==> config.mk <==
export PLATFORM = sky130hd
export DESIGN_NAME = ccr_branch_unit_flat
export DESIGN_NICKNAME = d
export VERILOG_FILES = /design/src/rtl/ccr_branch_unit_if.sv /design/src/rtl/ccr_branch_unit.sv /design/src/flat_wrapper.sv
export SDC_FILE = /design/constraint.sdc
export NUM_CORES = 1
export LEC_CHECK = 0
export CORE_MARGIN = 3
export CORE_UTILIZATION = 36
export DETAILED_ROUTE_END_ITERATION = 10
export PLACE_DENSITY = 0.68
export SLEW_MARGIN = 20
export SYNTH_ARGS = -nofsm -noshare
export SYNTH_HDL_FRONTEND = slang
export SYNTH_SLANG_ARGS = --single-unit
==> constraint.sdc <==
create_clock -name clk -period 2.25 [get_ports clk]
set_input_delay 0.3375 -clock clk [delete_from_list [all_inputs] [get_ports clk]]
set_output_delay 0.3375 -clock clk [all_outputs]
set_load 0.01 [all_outputs]
==> src/rtl/ccr_branch_unit_if.sv <==
// Bus bundle between the execute stage and the CCR/branch unit.
// master: execute-stage side (drives flags and control, consumes CCR state).
// slave:  ccr_branch_unit.
interface ccr_branch_unit_if;
    logic       en;
    logic [3:0] alu_flags;
    logic [3:0] flag_we;
    logic       br_valid;
    logic [1:0] br_cond;
    logic       int_save;
    logic       int_restore;
    logic [3:0] flags_out;
    logic       br_taken;
    logic       stk_full;
    logic       stk_empty;
    logic       stk_err;

    modport master (
        output en, alu_flags, flag_we, br_valid, br_cond, int_save, int_restore,
        input  flags_out, br_taken, stk_full, stk_empty, stk_err
    );

    modport slave (
        input  en, alu_flags, flag_we, br_valid, br_cond, int_save, int_restore,
        output flags_out, br_taken, stk_full, stk_empty, stk_err
    );
endinterface

==> src/rtl/ccr_branch_unit.sv <==
// Condition-code register {V,C,N,Z} with conditional-jump evaluation and a
// LIFO shadow stack for interrupt entry/return.
// Optional macro CCR_BYPASS_EN: the tested flag is forwarded from alu_flags when
// the same cycle writes it; otherwise br_taken only looks at the committed CCR.
module ccr_branch_unit #(
    parameter int unsigned SHADOW_DEPTH = 2
) (
    input logic               clk,
    input logic               reset,
    ccr_branch_unit_if.slave  bus
);
    localparam int unsigned CntW = $clog2(SHADOW_DEPTH + 1);

    logic [3:0]      ccr_q, ccr_d;
    logic [CntW-1:0] cnt_q, cnt_d;
    logic            err_q, err_d;
    logic [3:0]      stk_q [SHADOW_DEPTH];

    logic       sel;
    logic       taken;
    logic [3:0] upd;
    logic [3:0] top;
    logic       full;
    logic       empty;
    logic       push_en;

    assign full  = (cnt_q == CntW'(SHADOW_DEPTH));
    assign empty = (cnt_q == '0);

    // Tested flag, optionally forwarded from the flag result being written now.
    always_comb begin
`ifdef CCR_BYPASS_EN
        sel = bus.flag_we[bus.br_cond] ? bus.alu_flags[bus.br_cond] : ccr_q[bus.br_cond];
`else
        sel = ccr_q[bus.br_cond];
`endif
    end

    assign taken = bus.br_valid & sel;

    // Masked flag write, then clear of the flag a taken jump consumed.
    always_comb begin
        upd = (ccr_q & ~bus.flag_we) | (bus.alu_flags & bus.flag_we);
        if (taken) begin
            upd[bus.br_cond] = 1'b0;
        end
    end

    // Top-of-stack entry (entry cnt_q-1); zero when empty.
    always_comb begin
        top = '0;
        for (int i = 0; i < SHADOW_DEPTH; i++) begin
            if (cnt_q == CntW'(i + 1)) begin
                top = stk_q[i];
            end
        end
    end

    // Next-state: restore beats save; a stall holds everything.
    always_comb begin
        ccr_d   = ccr_q;
        cnt_d   = cnt_q;
        err_d   = err_q;
        push_en = 1'b0;
        if (bus.en) begin
            if (bus.int_restore) begin
                if (!empty) begin
                    ccr_d = top;
                    cnt_d = cnt_q - 1'b1;
                end else begin
                    err_d = 1'b1;
                end
                if (bus.int_save) begin
                    err_d = 1'b1;
                end
            end else begin
                ccr_d = upd;
                if (bus.int_save) begin
                    if (full) begin
                        err_d = 1'b1;
                    end else begin
                        push_en = 1'b1;
                        cnt_d   = cnt_q + 1'b1;
                    end
                end
            end
        end
    end

    // State registers; the push stores the pre-update CCR.
    always_ff @(posedge clk) begin
        if (reset) begin
            ccr_q <= '0;
            cnt_q <= '0;
            err_q <= 1'b0;
            for (int i = 0; i < SHADOW_DEPTH; i++) begin
                stk_q[i] <= '0;
            end
        end else begin
            ccr_q <= ccr_d;
            cnt_q <= cnt_d;
            err_q <= err_d;
            for (int i = 0; i < SHADOW_DEPTH; i++) begin
                if (push_en && cnt_q == CntW'(i)) begin
                    stk_q[i] <= ccr_q;
                end
            end
        end
    end

    assign bus.flags_out = ccr_q;
    assign bus.br_taken  = taken;
    assign bus.stk_full  = full;
    assign bus.stk_empty = empty;
    assign bus.stk_err   = err_q;
endmodule

==> src/flat_wrapper.sv <==
// flat-port wrapper written by rule: the top's interface ports become plain ports
module ccr_branch_unit_flat 
#(
    parameter int unsigned SHADOW_DEPTH = 2
)
  (clk, reset, bus_en, bus_alu_flags, bus_flag_we, bus_br_valid, bus_br_cond, bus_int_save, bus_int_restore, bus_flags_out, bus_br_taken, bus_stk_full, bus_stk_empty, bus_stk_err);
  ccr_branch_unit_if bus_i ();
  input logic clk;
  input logic reset;
  input wire logic [$bits(bus_i.en)-1:0] bus_en;
  input wire logic [$bits(bus_i.alu_flags)-1:0] bus_alu_flags;
  input wire logic [$bits(bus_i.flag_we)-1:0] bus_flag_we;
  input wire logic [$bits(bus_i.br_valid)-1:0] bus_br_valid;
  input wire logic [$bits(bus_i.br_cond)-1:0] bus_br_cond;
  input wire logic [$bits(bus_i.int_save)-1:0] bus_int_save;
  input wire logic [$bits(bus_i.int_restore)-1:0] bus_int_restore;
  output wire logic [$bits(bus_i.flags_out)-1:0] bus_flags_out;
  output wire logic [$bits(bus_i.br_taken)-1:0] bus_br_taken;
  output wire logic [$bits(bus_i.stk_full)-1:0] bus_stk_full;
  output wire logic [$bits(bus_i.stk_empty)-1:0] bus_stk_empty;
  output wire logic [$bits(bus_i.stk_err)-1:0] bus_stk_err;
  assign bus_i.en = bus_en;
  assign bus_i.alu_flags = bus_alu_flags;
  assign bus_i.flag_we = bus_flag_we;
  assign bus_i.br_valid = bus_br_valid;
  assign bus_i.br_cond = bus_br_cond;
  assign bus_i.int_save = bus_int_save;
  assign bus_i.int_restore = bus_int_restore;
  assign bus_flags_out = bus_i.flags_out;
  assign bus_br_taken = bus_i.br_taken;
  assign bus_stk_full = bus_i.stk_full;
  assign bus_stk_empty = bus_i.stk_empty;
  assign bus_stk_err = bus_i.stk_err;
  ccr_branch_unit #(.SHADOW_DEPTH(SHADOW_DEPTH)) u_core (.clk(clk), .reset(reset), .bus(bus_i));
endmodule
# ---- Word level (Yosys, flattened, before mapping)
# Memories as Yosys holds them, arrays and structs flattened.
# Cells that the tools add are included.
dict set report word_totals {
  memories 1
  ff_bits 7
  ram_bits 8
  in_bits 16
  output_inout_bits 8
  wordCells 63
}
# name depth width rd rd_ports_with_merged_regs wr line
set memory_table {}
lappend memory_table {u_core.stk_q 2 4 2 0 2 ccr_branch_unit.sv:17} ;# logic [3:0] stk_q [SHADOW_DEPTH];
dict set report classes {
  eq_ne 4
  add_sub_neg 2
  bitwise_logic 9
  muxes 32
  reduce_logical 10
  magnitude_cmp 2
}
# operator n
set ops {}
lappend ops {{4-bit 2-to-1 mux} 7}
lappend ops {{1-bit 2-to-1 mux} 19}
lappend ops {{4-bit bitwise AND} 3}
lappend ops {{2-bit 2-to-1 mux} 4}
lappend ops {{4-bit inverter} 2}
lappend ops {{4-bit AND reduction} 2}
lappend ops {{2-bit nonzero test} 3}
lappend ops {{2-bit != test, second input constant} 2}
lappend ops {{4-bit OR} 1}
lappend ops {{1-bit logical AND} 3}
lappend ops {{2-bit by 3-bit less-than comparator with 1-bit output, second input constant} 1}
lappend ops {{2-bit by 1-bit adder with 2-bit output, second input constant} 1}
lappend ops {{1-bit binary-select mux with 2-bit select} 1}
lappend ops {{1-bit demux with 2-bit select} 1}
lappend ops {{2-bit by 1-bit equality test with 1-bit output, second input constant} 1}
lappend ops {{2-bit equality test, second input constant} 1}
lappend ops {{2-bit by 1-bit greater-or-equal comparator with 1-bit output, second input constant} 1}
lappend ops {{2-bit logical NOT} 1}
lappend ops {{1-bit OR} 2}
lappend ops {{2-bit AND reduction} 1}
lappend ops {{2-bit by 1-bit subtractor with 2-bit output, second input constant} 1}
lappend ops {{1-bit bitwise AND} 1}

# ---- Longest topological paths before layout
# Gate-level depths: netlist (run 1).
dict set report logic_depth {
  word_depth 10
  mapped_depth 5
  mapped_depth_nobuf 5
}

# ---- Worst setup path after synthesis (run 1)
# Ideal clock, no wire load.
dict set report synth_path {
  kind {reg2reg}
  from {reg u_core.cnt_q[0]}
  to {reg u_core.cnt_q[0]}
  period_less_slack_ps 1663
  setup_slack_ps 587
  setup_ps 121
  required_ps 2129
  path_stages_with_launch 6
  t_arrival_ps 1542
  path_buffers 0
  path_cell_list {dfxtp_1 -> inv_1 -> ha_1 -> or3b_1 -> a21boi_1 -> mux2_2}
}
dict set report synth_via {
  word_cells_on_any_way 11
  cone_classes {add/sub: 2; eq/ne: 3; mux: 4; reduce/logical: 2}
}
# element line
set synth_rtl {}
lappend synth_rtl {{start: declaration} ccr_branch_unit.sv:15} ;# logic [CntW-1:0] cnt_q, cnt_d;
lappend synth_rtl {{start signal: assignment} ccr_branch_unit.sv:101} ;# cnt_q <= cnt_d;
lappend synth_rtl {{2-bit equality test} ccr_branch_unit.sv:27} ;# assign full = (cnt_q == CntW'(SHADOW_DEPTH));
lappend synth_rtl {{named net bus_stk_full} flat_wrapper.sv:19} ;# output wire logic [$bits(bus_i.stk_full)-1:0] bus_stk_full;
lappend synth_rtl {{2-bit != test (no source line)} -}
lappend synth_rtl {{4-bit AND reduction (no source line)} -}
# The timed path passes the listed nets, and every way through them passes these cells. The select of a mux whose other input is x is not followed.
# A chain may end at the register's enable or synchronous reset.

# ---- Worst setup path in the final report (run 1)
dict set report layout_path {
  from {in bus_br_cond[0]}
  to {out bus_br_taken}
}
dict set report layout_via {
  elab_chain_cells 3
}
# element line
set layout_lines {}
lappend layout_lines {{start: declaration} flat_wrapper.sv:14} ;# input wire logic [$bits(bus_i.br_cond)-1:0] bus_br_cond;
lappend layout_lines {{1-bit binary-select mux with 2-bit select} ccr_branch_unit.sv:35} ;# sel = ccr_q[bus.br_cond];
lappend layout_lines {{1-bit 2-to-1 mux (implied by the code)} ccr_branch_unit.sv:35}
lappend layout_lines {{1-bit bitwise AND} ccr_branch_unit.sv:39} ;# assign taken = bus.br_valid & sel;
lappend layout_lines {{end: declaration} flat_wrapper.sv:18} ;# output wire logic [$bits(bus_i.br_taken)-1:0] bus_br_taken;
# No other way between the ends. The select of a mux whose other input is x is not followed.

==> results.sh, run 1 <==
export IMPL_maxCapViolations=0
export IMPL_ant_nets=0
export IMPL_netlist_area_um2=856
export IMPL_hp_class="flop to flop"
export IMPL_syn_num_nets=97
export IMPL_dp_cells=129
export IMPL_cts_root_buf="clkbuf_4"
export IMPL_finalNonFillerCells=133
export IMPL_cts_setup_buffers=0
export IMPL_period_needed_ns=2.14
export IMPL_grt_pass1_wl_mm=3.02
export IMPL_drc=0
export IMPL_coreArea_mm2=0.00223
export IMPL_synth_distinct_cells=32
export IMPL_yosysWarnings=0
export IMPL_finalSetupViolations=0
export IMPL_diodes=0
export IMPL_r2r_slack_ns=0.37
export IMPL_arrival_ns=1.80
export IMPL_start_util=0.383
export IMPL_rr_endpoint="u_core.stk_q[0][7]"
export IMPL_cp_end_kind="output port"
export IMPL_avgSynthCellArea_um2=11.0
export IMPL_hold_viol_final=0
export IMPL_r2r_cells=5
export IMPL_ir_drop_v=0.000392
export IMPL_finClkSkew_ns=0.00503
export IMPL_hold_start="u_core.bus.stk_err"
export IMPL_vias=707
export IMPL_place_congestion=0.740
export IMPL_cts_sinks=15
export IMPL_dieArea_mm2=0.00300
export IMPL_grt_max_degree=15
export IMPL_grt_usage=0.141
export IMPL_powerDensity_mw_per_mm2=573
export IMPL_synth_cells=78
export IMPL_dp_hpwl_mm=1.41
export IMPL_rows=17
export IMPL_clk_pin_slew_worst_paths_ns=0.09
export IMPL_ctsResizeCount=1
export IMPL_slew_violations=0
export IMPL_die_w_um=54.8
export IMPL_critPathKind="input pin to output port"
export IMPL_nNetsFinal=125
export IMPL_min_period_over_period=0.950
export IMPL_wl_per_cell_um=13.9
export IMPL_outcome="finished, final reports clean"
export IMPL_required_ns=1.91
export IMPL_leakagePower_nw=0.438
export IMPL_viasPerCell=5.32
export IMPL_boundaryPins=24
export IMPL_hold_path_endpoint="u_core.bus.stk_err"
export IMPL_cts_hold_buffers_added=0
export IMPL_path_max_fanout=2
export IMPL_final_core_util=0.514
export IMPL_ys_seq_elements=15
export IMPL_antenna_found_initial=0
export IMPL_tightest_slew_ns=0.435
export IMPL_r2r_start="u_core.cnt_q[0]"
export IMPL_whs_path_depth=1
export IMPL_drive_gt1_frac=0.105
export IMPL_tritoncts="done"
export IMPL_syn_to_final_growth_pct=34.1
export IMPL_routed_wl_mm=1.85
export IMPL_worst_setup_path_start_kind="input pin"
export IMPL_max_freq_mhz=468
export IMPL_drt_pass1_iterations=3
export IMPL_cts_made_buffers=3
export IMPL_relSlewSlack=0.709
export IMPL_cts_buffer_depth=2
export IMPL_clock_latency_ns=0.29
export IMPL_initialDrtViolationCount=9
export IMPL_first_global_vias=668
export IMPL_die_y_um=54.8
export IMPL_cts_htree_levels=1
export IMPL_seq_area_frac_synth=0.444
export IMPL_port_buffers=23
export IMPL_globalRouteOverflowTotal=0
export IMPL_rsz0062_at_grt="false"
==> critical path, stage by stage <==
cell and delay [ns]:
clkdlybuf4s50_1 0.49, mux4_1 0.53, and2_1 0.16, dlygate4sd2_1 0.27
==> routing by layer <==
metal / wire, µm / GRT usage / vias to the layer above
met4: 16 / 0.0249 / 0
met3: 97 / 0.0490 / 2
li1: - / - / 360
met5: 0 / 0 / -
met2: 864 / 0.224 / 17
met1: 873 / 0.185 / 328
==> cell usage after synthesis (all sizes together) <==
cell	number	area, µm²
and4	1	10.0
and4b	2	20.0
o32a	1	10.0
edfxtp	8	240
o21ba	1	10.0
a21boi	3	22.5
dfxtp	7	140
nor3b	1	7.51
mux2i	4	40.0
buf	1	5.00
nor4bb	1	10.0
a32oi	1	8.76
and4bb	1	12.5
or3b	1	8.76
inv	2	7.51
dlymetal6s4s	1	12.5
or3	4	25.0
nand2	6	22.5
mux2	1	11.3
and2	5	31.3
a21o	2	15.0
o21ai	1	5.00
a311oi	4	35.0
a21bo	1	10.0
nand2b	1	6.26
mux4	1	26.3
nor2	7	26.3
and3b	1	8.76
ha	3	37.5
a21oi	1	5.00
a31oi	4	25.0
==> area by class of cell <==
cell class              instances  area, µm²
well taps                      28       35.0
multi-input cells              59        450
fillers                       224       1090
clock inverters                 1       7.51
flip-flops and latches         15        380
clock buffers                   3       22.5
inverters                       2       7.51
repair buffers                 25        244
==> state kept, by name (all words and copies together) (netlist names) <==
signal	cells
u_core.cnt_q	2
u_core.bus.flags_out	4
u_core.bus.stk_err	1
u_core.stk_q	8
==> placed cells by master (no fill, tap or decap), types with 3 or more instances in the layout <==
cell type / n
a311oi_1: 4
a31oi_1: 4
and2_1: 5
clkbuf_4: 3
clkdlybuf4s50_1: 22
dfxtp_1: 7
edfxtp_1: 8
ha_1: 3
mux2i_1: 4
nand2_1: 6
nor2_1: 7
or3_1: 4
==> how the worst max path moves through the flow <==
| stage | startpoint | end | slack, ns | depth (start not counted) |
|---|---|---|---|---|
| after global placement | bus_br_cond[0] | bus_br_taken | -0.08 | 4 |
| after CTS | bus_br_cond[0] | bus_br_taken | 0.11 | 4 |
| after detailed placement | bus_br_cond[0] | bus_br_taken | -0.08 | 4 |
| after floorplan | u_core.cnt_q[0] | u_core.cnt_q[0] | 0.59 | 5 |
| final | bus_br_cond[0] | bus_br_taken | 0.11 | 4 |
| after global routing | bus_br_cond[0] | bus_br_taken | 0.07 | 4 |
==> logic make-up after synthesis <==
| family | synth area share |
|---|---|
| adder cells (fa/ha/maj) | 0.0439 |
| multiplexers | 0.0906 |
| flip-flops | 0.444 |
| AND/OR/NAND/NOR | 0.221 |
| buffers and inverters | 0.0292 |
| AO/OA/AOI/OAI | 0.171 |
==> power by group <==
part           internal (W)  switching (W)  total [W]
Sequential         0.000309      0.0000169   0.000326
Clock             0.0000676      0.0000915   0.000159
Combinational     0.0000969      0.0000758   0.000173
==> through the flow <==
step	TNS, ns	power (W)	hold WS [ns]	setup WS, ns	area (µm²)
2_1_floorplan	0	0.000422	0.515	0.587	856
3_3_place_gp	-0.0823	0.000503	0.468	-0.0823	1120
3_5_place_dp	-0.0830	0.000507	0.473	-0.0830	1120
4_1_cts	0	0.000664	0.498	0.108	1150
5_1_grt	0	0.000703	0.528	0.0681	1150
6_report	0	0.000658	0.495	0.112	1150
No activity file was read; power rests on OpenSTA's default activity.
==> run 2: changes to the inputs <==
Settings changed: GPL_ROUTABILITY_DRIVEN set to 0, TNS_END_PERCENT set to 30.
==> results of run 2 <==
Final layout, timing and power as in run 1 (identical DEF).
==> run 3: changes to the inputs <==
Settings changed: CORE_UTILIZATION 36 to 46, PLACE_DENSITY 0.68 to 0.82.
==> results.sh, run 3 (synthesis gave the netlist of run 1 again) <==
export IMPL_outcome="finished, final reports clean"
export IMPL_tightest_slew_ns=0.387
export IMPL_setup_ws_ns=0.106
export IMPL_n_fill_cell=152
export IMPL_leakagePower_nw=0.439
export IMPL_viasPerCell=5.41
export IMPL_rsz0062_at_grt="false"
export IMPL_slew_violations=0
export IMPL_top_register="u_core.stk_q"
export IMPL_antenna_found_initial=0
export IMPL_required_ns=1.91
export IMPL_die_y_um=49.1
export IMPL_cpPeakStageDelay_ns=0.53
export IMPL_clock_latency_ns=0.28
export IMPL_hold_viol_final=0
export IMPL_grt_pass1_wl_mm=3.24
export IMPL_cts_made_buffers=3
export IMPL_dieArea_mm2=0.00241
export IMPL_cts_htree_levels=1
export IMPL_setup_tns_ns=0
export IMPL_cts_sinks=15
export IMPL_path_max_fanout=2
export IMPL_finalSetupViolations=0
export IMPL_nNetsFinal=125
export IMPL_final_area_mm2=0.00114
export IMPL_boundaryPins=24
export IMPL_cp_end_kind="output port"
export IMPL_drive_gt1_frac=0.0952
export IMPL_first_global_vias=730
export IMPL_drc=0
export IMPL_min_period_over_period=0.953
export IMPL_die_w_um=49.1
export IMPL_diodes=0
export IMPL_cts_setup_buffers=0
export IMPL_relSlewSlack=0.741
export IMPL_grt_max_degree=15
export IMPL_critPathKind="input pin to output port"
export IMPL_ant_nets=0
export IMPL_initialDrtViolationCount=13
export IMPL_wl_per_cell_um=14.4
export IMPL_worst_setup_path_start_kind="input pin"
export IMPL_final_common_cell="clkdlybuf4s50_1"
export IMPL_regArea_um2=380
export IMPL_post_place_ws_ns=-0.0964
export IMPL_finClkSkew_ns=0.00425
export IMPL_max_freq_mhz=466
export IMPL_hp_class="flop to flop"
export IMPL_routed_wl_mm=1.86
export IMPL_arrival_ns=1.81
export IMPL_syn_to_final_growth_pct=33.0
export IMPL_final_core_util=0.699
export IMPL_maxCapViolations=0
export IMPL_grt_usage=0.177
export IMPL_place_area_mm2=0.00111
export IMPL_crit_chain="clkdlybuf4s50_1 -> mux4_1 -> and2_1 -> dlygate4sd2_1"
export IMPL_coreArea_mm2=0.00163
export IMPL_start_util=0.525
export IMPL_rows=14
export IMPL_period_needed_ns=2.14
export IMPL_cts_hold_buffers_added=0
export IMPL_layout_common_cells="clkdlybuf4s50_1 (22), edfxtp_1 (8), nor2_1 (7), dfxtp_1 (7), nand2_1 (6)"
export IMPL_clk_pin_slew_worst_paths_ns=0.09
export IMPL_cts_buffer_depth=2
export IMPL_ir_drop_v=0.000449
export IMPL_largest_register_ffs=8
export IMPL_vias=698
export IMPL_worst_path_buf_inv=2
export IMPL_cp_slowest_cell="mux4_1"
export IMPL_powerDensity_mw_per_mm2=573
export IMPL_port_buffers=23
export IMPL_cts_root_buf="clkbuf_4"
export IMPL_dp_hpwl_mm=1.43
export IMPL_globalRouteOverflowTotal=0
export IMPL_cpLargestDelayFamily="buffers and inverters"
export IMPL_multiInputGateArea_um2=450
export IMPL_tritoncts="done"
export IMPL_drt_pass1_iterations=4
export IMPL_total_power_w=0.000653
-- run 3: changes by cell type in the layout (fill, tap and decap cells not counted) --
| cell | delta |
|---|---|
| clkbuf_1 | +1 |
| clkinvlp_4 | -1 |
-- run 3: final cells by class --
class	count	share of cell area
multi-input cells	59	0.396
flip-flops and latches	15	0.334
repair buffers	25	0.214
well taps	24	0.0264
clock buffers	4	0.0231
inverters	2	0.00659
-- run 3: worst paths after layout --
| path | depth (start not counted) | end | start | slack [ns] |
|---|---|---|---|---|
| worst min-delay path | 1 | u_core.bus.stk_err | u_core.bus.stk_err | 0.49 |
| worst min register to register | 1 | u_core.bus.stk_err | u_core.bus.stk_err | 0.49 |
| worst max-delay path | 4 | bus_br_taken | bus_br_cond[0] | 0.11 |
| worst max register to register | 5 | u_core.stk_q[0][4] | u_core.cnt_q[0] | 0.42 |
-- run 3: report_power, final --
part           internal, W  switching [W]
Clock            0.0000688      0.0000842
Sequential        0.000309      0.0000177
Combinational    0.0000971      0.0000763
Total             0.000475       0.000178
-- run 3: worst register-to-register path, stage by stage, from the launching register on --
cell      delay (ns)
dfxtp_1         0.37
inv_1           0.08
ha_1            0.31
and4bb_2        0.39
nor3b_1         0.35
and2_1          0.20
-- run 3: metal layers --
layer / track usage / vias up / routed length (µm)
li1: - / 356 / -
met1: 0.223 / 322 / 884
met2: 0.270 / 18 / 862
met3: 0.0581 / 2 / 98
met4: 0.0853 / 0 / 16
met5: 0 / - / 0
-- run 3: repair_timing --
item	4_1_cts	5_1_grt
hold endpoints to repair	0	0
gates resized for setup	1	0
setup endpoints to repair	1	0
-- run 3: through the flow --
stage / hold slack (ns) / cells
CTS: 0.489 / 129
global route: 0.510 / 129
finish: 0.485 / 129
floorplan: 0.515 / 78
global placement: 0.467 / 125
detailed placement: 0.469 / 125
